## config.mk

```make
export PLATFORM = sky130hd
export DESIGN_NAME = instr_fetch_stage
export DESIGN_NICKNAME = d
export VERILOG_FILES = /design/src/rtl/instr_fetch_stage.sv
export SDC_FILE = /design/constraint.sdc
export NUM_CORES = 1
export LEC_CHECK = 0
export BUFFER_PORTS_ARGS = -buffer_cell sky130_fd_sc_hd__buf_4
export CAP_MARGIN = 30
export CORE_UTILIZATION = 51
export DETAILED_ROUTE_END_ITERATION = 6
export PLACE_DENSITY = 0.83
export REMOVE_ABC_BUFFERS = 1
export SLEW_MARGIN = 10
export SYNTH_ARGS = -nofsm -noshare
export SYNTH_HDL_FRONTEND = slang
export SYNTH_SLANG_ARGS = --single-unit
```

## constraint.sdc

```tcl
create_clock -name clock -period 4.84 [get_ports clock]
set_clock_uncertainty 0.1 [all_clocks]
set_input_delay 0.968 -clock clock [delete_from_list [all_inputs] [get_ports clock]]
set_output_delay 0.968 -clock clock [all_outputs]
set_load 0.005 [all_outputs]
```

## src/rtl/instr_fetch_stage.sv

```systemverilog
// rtl/instr_fetch_stage.sv - instruction fetch stage with IF/ID buffer, flush drain and misalign fault (optional FETCH_TIMEOUT_EN)
module instr_fetch_stage #(
  parameter logic [31:0] RESET_PC       = 32'h00400000,
  parameter int unsigned TIMEOUT_CYCLES = 16
) (
  input  logic        clock,
  input  logic        clear,
  input  logic [31:0] pc_in,
  output logic        pc_advance,
  input  logic        flush,
  output logic        imem_req,
  output logic [31:0] imem_addr,
  input  logic        imem_ack,
  input  logic [31:0] imem_rdata,
  output logic        if_valid,
  output logic [31:0] if_instr,
  output logic [31:0] if_pc,
  output logic [31:0] if_pc_plus4,
  input  logic        id_ready,
  output logic        fetch_fault
);

  typedef enum logic [2:0] {
    IDLE  = 3'd0,
    REQ   = 3'd1,
    FULL  = 3'd2,
    DRAIN = 3'd3,
    HALT  = 3'd4
  } state_t;

  state_t state;
  logic   do_launch;
  logic   misaligned;

  // Request is decoded from state so that clearing state drops it asynchronously.
  assign imem_req    = (state == REQ) || (state == DRAIN);
  assign if_pc_plus4 = if_pc + 32'd4;
  assign misaligned  = (pc_in[1:0] != 2'b00);

  // Decide whether this edge starts a new fetch from pc_in.
  always_comb begin
    do_launch = 1'b0;
    case (state)
      IDLE:    do_launch = 1'b1;
      REQ:     do_launch = flush && imem_ack;
      FULL:    do_launch = flush || id_ready;
      DRAIN:   do_launch = imem_ack;
      default: do_launch = 1'b0;
    endcase
  end

`ifdef FETCH_TIMEOUT_EN
  localparam int CNT_W = $clog2(TIMEOUT_CYCLES + 1);

  logic [CNT_W-1:0] wait_cnt;
  logic [CNT_W-1:0] wait_cnt_next;
  logic             waiting;
  logic             timed_out;

  assign waiting       = imem_req && !imem_ack;
  assign wait_cnt_next = wait_cnt + 1'b1;
  assign timed_out     = waiting && (wait_cnt_next == CNT_W'(TIMEOUT_CYCLES));

  // Count consecutive unacknowledged request cycles; any ack or exit restarts it.
  always_ff @(posedge clock or negedge clear) begin
    if (!clear) begin
      wait_cnt <= '0;
    end else if (waiting && !timed_out) begin
      wait_cnt <= wait_cnt_next;
    end else begin
      wait_cnt <= '0;
    end
  end
`else
  logic timed_out;
  logic unused_timeout;

  assign timed_out      = 1'b0;
  assign unused_timeout = (TIMEOUT_CYCLES != 0);
`endif

  // Fetch FSM: handshake, IF/ID buffer, flush handling and fault capture.
  always_ff @(posedge clock or negedge clear) begin
    if (!clear) begin
      state       <= IDLE;
      imem_addr   <= 32'd0;
      if_valid    <= 1'b0;
      if_instr    <= 32'd0;
      if_pc       <= RESET_PC;
      pc_advance  <= 1'b0;
      fetch_fault <= 1'b0;
    end else begin
      pc_advance <= 1'b0;
      case (state)
        REQ: begin
          if (flush) begin
            if_valid <= 1'b0;
            if (!imem_ack && !timed_out) begin
              state <= DRAIN;
            end
          end else if (imem_ack) begin
            if_instr   <= imem_rdata;
            if_pc      <= imem_addr;
            if_valid   <= 1'b1;
            pc_advance <= 1'b1;
            state      <= FULL;
          end
        end
        FULL: begin
          if (flush || id_ready) begin
            if_valid <= 1'b0;
          end
        end
        default: ;
      endcase

      if (timed_out) begin
        fetch_fault <= 1'b1;
        if_valid    <= 1'b0;
        state       <= HALT;
      end else if (do_launch) begin
        imem_addr <= pc_in;
        if (misaligned) begin
          fetch_fault <= 1'b1;
          state       <= HALT;
        end else begin
          state <= REQ;
        end
      end
    end
  end

endmodule
```

# Word-level counts from Yosys, hierarchy flattened
# Cells that the tools add are included.
# totals
word_cells,41
regBits,102
output_inout_bits,132
in_bits,69
# classes
n_mux,14
add_sub_neg,1
bitwise,1
n_reduce_logical,12
eq_ne,6
# op_table
cell,n
adder 32 x 3 -> 32 bit (second input constant),1
2-to-1 mux 3 bit,6
AND reduction 3 bit,3
equality test 3 x 2 -> 1 bit (second input constant),2
2-to-1 mux 1 bit,6
nonzero test 2 bit,3
one-hot mux 1 bit (4 select lines),1
equality test 3 x 1 -> 1 bit (second input constant),1
logical NOT 3 bit,1
!= test 3 x 2 -> 1 bit (second input constant),1
!= test 3 bit (second input constant),1
nonzero test 3 bit,1
logical OR 1 bit,2
!= test 2 bit (second input constant),1
one-hot mux 1 bit (2 select lines),1
AND reduction 2 bit,1
logical AND 1 bit,1
NOT 1 bit,1

# Logic depth before layout (Yosys ltp)
# logic_depth
depth_word,4
depth_mapped,5

# Worst setup path after synthesis
# OpenSTA, ideal clock, no wires.
# synth_timing
path_kind,flip-flop to output port
from,register if_pc[2]
to,output port if_pc_plus4[28]
stages_incl_launch_ff,6
slack_ps,2282
arrival_ps,1490
path_cell_list,dfrtp_1 ha_1 nand4_1 nor4_4 nand4_1 xnor2_1
# synth_between
elab_chain_len,1
# synth_lines
element,line,text
start: declaration,17,"output logic [31:0] if_pc,"
start signal: assignment,103,if_pc <= imem_addr;
adder 32 x 3 -> 32 bit,37,assign if_pc_plus4 = if_pc + 32'd4;
end: declaration,18,"output logic [31:0] if_pc_plus4,"
# No other way between the ends.

# Worst setup path in the final report
# layout_timing
from,register if_pc[2]
to,output port if_pc_plus4[18]
# Same word-level chain as after synthesis.

==> summary.txt <==
Power and ir drop
  – Leak: 0.003310 uW
  – Overall power: 3333 uW
  – P_sw: 1053 uW
  – Switching share of total power: 31.60%
  – Sequential Power Share: 46.5%
  – Clock power share: 14.7%
  – P_int: 2280 uW
  – PwrDens: 523.4 nW/um^2
  – Power share of the combinational group: 38.8%
  – VDD IR-drop max: 0.0002661 V

STA
  – Slew Limit Fails: 0
  – Crit share post-route: 69.60%
  – Unrepaired setup endpoints after global routing: false
  – Worst slew pin tran: 0.8514 ns
  – Setup WS post-layout: 1.471 ns
  – Fmax: 296.9 MHz
  – Min Clock Period, post-route: 3.369 ns
  – Relative slew slack: 43.06%
  – Finish-stage setup viols: 0
  – Final hold vios: 0
  – Setup TNS: 0 ns

Critical path
  – Crit Path Category: flop to output pin
  – Reg2Reg Depth: 4
  – Critical Path AT: 2.30 ns
  – CP cell instances: ha_1, nand4_1, nor4_4, nand2_1, xnor2_1, buf_4
  – Crit start category: flop
  – Slowest stage delay, CP: 0.49 ns
  – Worst-path maximum fanout: 7
  – Critical path required time: 3.77 ns
  – Crit. End Element: output pin
  – Critical-path top delay cell: dfrtp_1

Yosys
  – Synthesized area: 4609 sq um
  – Ys flop type: dfrtp_1
  – Mapped Cells: 311
  – Async set-reset flop share out of synthesis: 100.0%
  – Sequential share of the synthesized area: 55.40%
  – Yosys warning total: 0
  – Yosys reg bits: 102
  – Unique masters post-synth: 31
  – Yosys top cell area share: 54.83%
  – Synth area leaders: dfrtp_1, mux2_2, mux2_4
  – Area leader, netlist: dfrtp_1
  – Syn Area/Cell: 14.82 sq um
  – Number of synthesized flops with an enable pin: 0

Die
  – Num rows: 34
  – Initial core utilization: 52.86%
  – Core region area: 8721 sq um
  – I/O pin count: 201
  – DIE WIDTH: 97.07 microns
  – Die area: 9423 sq um
  – Die H: 97.07 microns

Route
  – Via count: 3,300
  – Residual DRC: 0
  – TritonRoute pass-1 iters: 4
  – Antenna Nets Post-Route: 0
  – Vias per cell: 5.263
  – Wire per inst: 17.22 microns
  – Final wirelength: 10.80 mm
  – Initial DRC count: 102

Place
  – Cells after DPL: 610
  – Post-DP HPWL: 7.970 mm
  – Count of input and output buffers: 200
  – Gpl congestion: 0.7778
  – Place WS: 1.836 ns
  – DP Area: 6166 sq um

Global routing
  – Vias in the first global route: 3,472
  – GRT overflow: 0
  – First-pass GRT wire length: 17.27 mm
  – Overall Global Routing Usage: 22.90%
  – Initial antenna violation count: 0
  – Largest net degree at the start of global routing: 72

Clock network
  – CTS Hold Bufs: 0
  – Reg clk slew, reported paths: 0.10 ns
  – Postcts setup bufs: 0
  – CTS Buffer Depth: 2
  – Root buffer cell: clkbuf_8
  – Worst-Skew Late Latency: 0.35 ns
  – H-Tree Depth: 3
  – CTS tree: done
  – Total CTS buffers: 9
  – Cts repair resizes: 0
  – Clk sinks: 102

Flow run
  – Maxcap violations: 0

Final layout
  – Post-route cell area: 6369 sq um
  – FF+latch area: 2554 sq um
  – Fillers: 611
  – Layout cells sized above 1: 61.46%
  – Area grow syn2layout: 38.17%
  – Area of the multi-input gates: 1942 sq um
  – Non-filler cells, final: 627
  – Total Nets Final: 584
  – Antenna diodes: 0

Worst hold path
  – Tightest Hold Check Type: primary input to asynchronous set/reset pin

Run status
  – Run status: completed
==> registers in the layout, indices dropped and copies added, names as in the netlist <==
signal / count
if_instr: 32
if_pc: 32
imem_addr: 32
state: 3
fetch_fault: 1
if_valid: 1
pc_advance: 1
==> cell type report <==
class / instances / share of cell area, %
clock buffer: 11 / 2.220
clock inverter: 5 / 0.5305
inverter: 3 / 0.1768
multi-input combinational: 194 / 30.49
sequential: 102 / 40.10
tap: 108 / 2.122
timing repair buffer: 204 / 24.36
==> per-layer routing <==
layer | track usage, % | routed length, microns | up-vias
met3 | 4.317 | 558 | 16
li1 | - | - | 1502
met2 | 40.14 | 5627 | 122
met4 | 8.037 | 194 | 0
met1 | 28.27 | 4419 | 1660
met5 | 0 | 0 | -
==> path summary, 6_finish.rpt <==
| check | startpoint | slack [ns] | endpoint |
|---|---|---|---|
| hold reg to reg | fetch_fault$_DFFE_PN0P_ | 0.39 | fetch_fault$_DFFE_PN0P_ |
| min in group clock | fetch_fault$_DFFE_PN0P_ | 0.39 | fetch_fault$_DFFE_PN0P_ |
| max in group asynchronous | clear | 3.35 | if_pc[22]$_DFFE_PN1P_ |
| setup reg to reg | state[0]$_DFFE_PN0P_ | 2.40 | if_pc[12]$_DFFE_PN0P_ |
| hold / removal | clear | 0.31 | if_valid$_DFFE_PN0P_ |
| setup / recovery | if_pc[2]$_DFFE_PN0P_ | 1.47 | if_pc_plus4[18] |
==> critical path: cells and delay by family, from the launching register on <==
family / cells / cell delay, ns
buffers and inverters: 1 / 0.15
flip-flops: 1 / 0.49
adder cells (fa/ha/maj): 1 / 0.25
AND/OR/NAND/NOR: 3 / 0.84
XOR/XNOR: 1 / 0.21
==> cells in the final DEF (no fill, tap or decap), types with 2 or more instances in the layout <==
master	netlist	layout
nand4_4	2	2
clkinv_2	0	2
buf_4	2	203
nor2_1	10	10
nor4_4	2	2
xnor2_1	21	21
nor3_1	3	3
mux2_2	53	53
clkbuf_8	0	10
o21ai_0	3	3
mux2_4	38	38
nand3_1	17	16
inv_1	3	3
dfrtp_1	101	101
nand4_1	9	9
nand2b_1	3	3
mux2_1	5	5
xor2_1	8	8
nand2_1	9	9
clkinvlp_4	0	2
==> logic make-up after synthesis <==
kind of cell	after synthesis	synth area share (%)
fa+ha+maj	1	0.2714
xor+xnor	29	5.510
mux	96	26.55
simple gates	60	8.116
flops	102	55.40
buf+inv	15	2.742
compound gates	8	1.411
==> power groups by stage <==
stage	Clock (uW)	Combinational (uW)	Sequential [uW]
floorplan	0	482	1510
global placement	0	1280	1530
detailed placement	0	1310	1560
CTS	503	1310	1550
global route	534	1380	1600
finish	491	1290	1550
==> cell usage after synthesis (2+ instances only) <==
cell and instances:
nor2_1 10, xnor2_1 21, nand4_4 2, buf_4 2, nor3_1 3, nand2b_1 3
buf_2 2, xor2_1 8, dfrtp_1 101, mux2_4 38, nor4_4 2, nand4_1 9
nand2_1 9, inv_1 3, nand3_1 17, mux2_2 53, o21ai_0 3, mux2_1 5
buf_6 8
==> through the flow <==
step                hold WS, ns  utilization, %
floorplan                0.3590               -
global placement         0.3531           70.70
detailed placement       0.3621           70.70
CTS                      0.3933           72.71
global route             0.2908           73.03
finish                   0.3121           73.03
(Power assumes the default switching activity.)
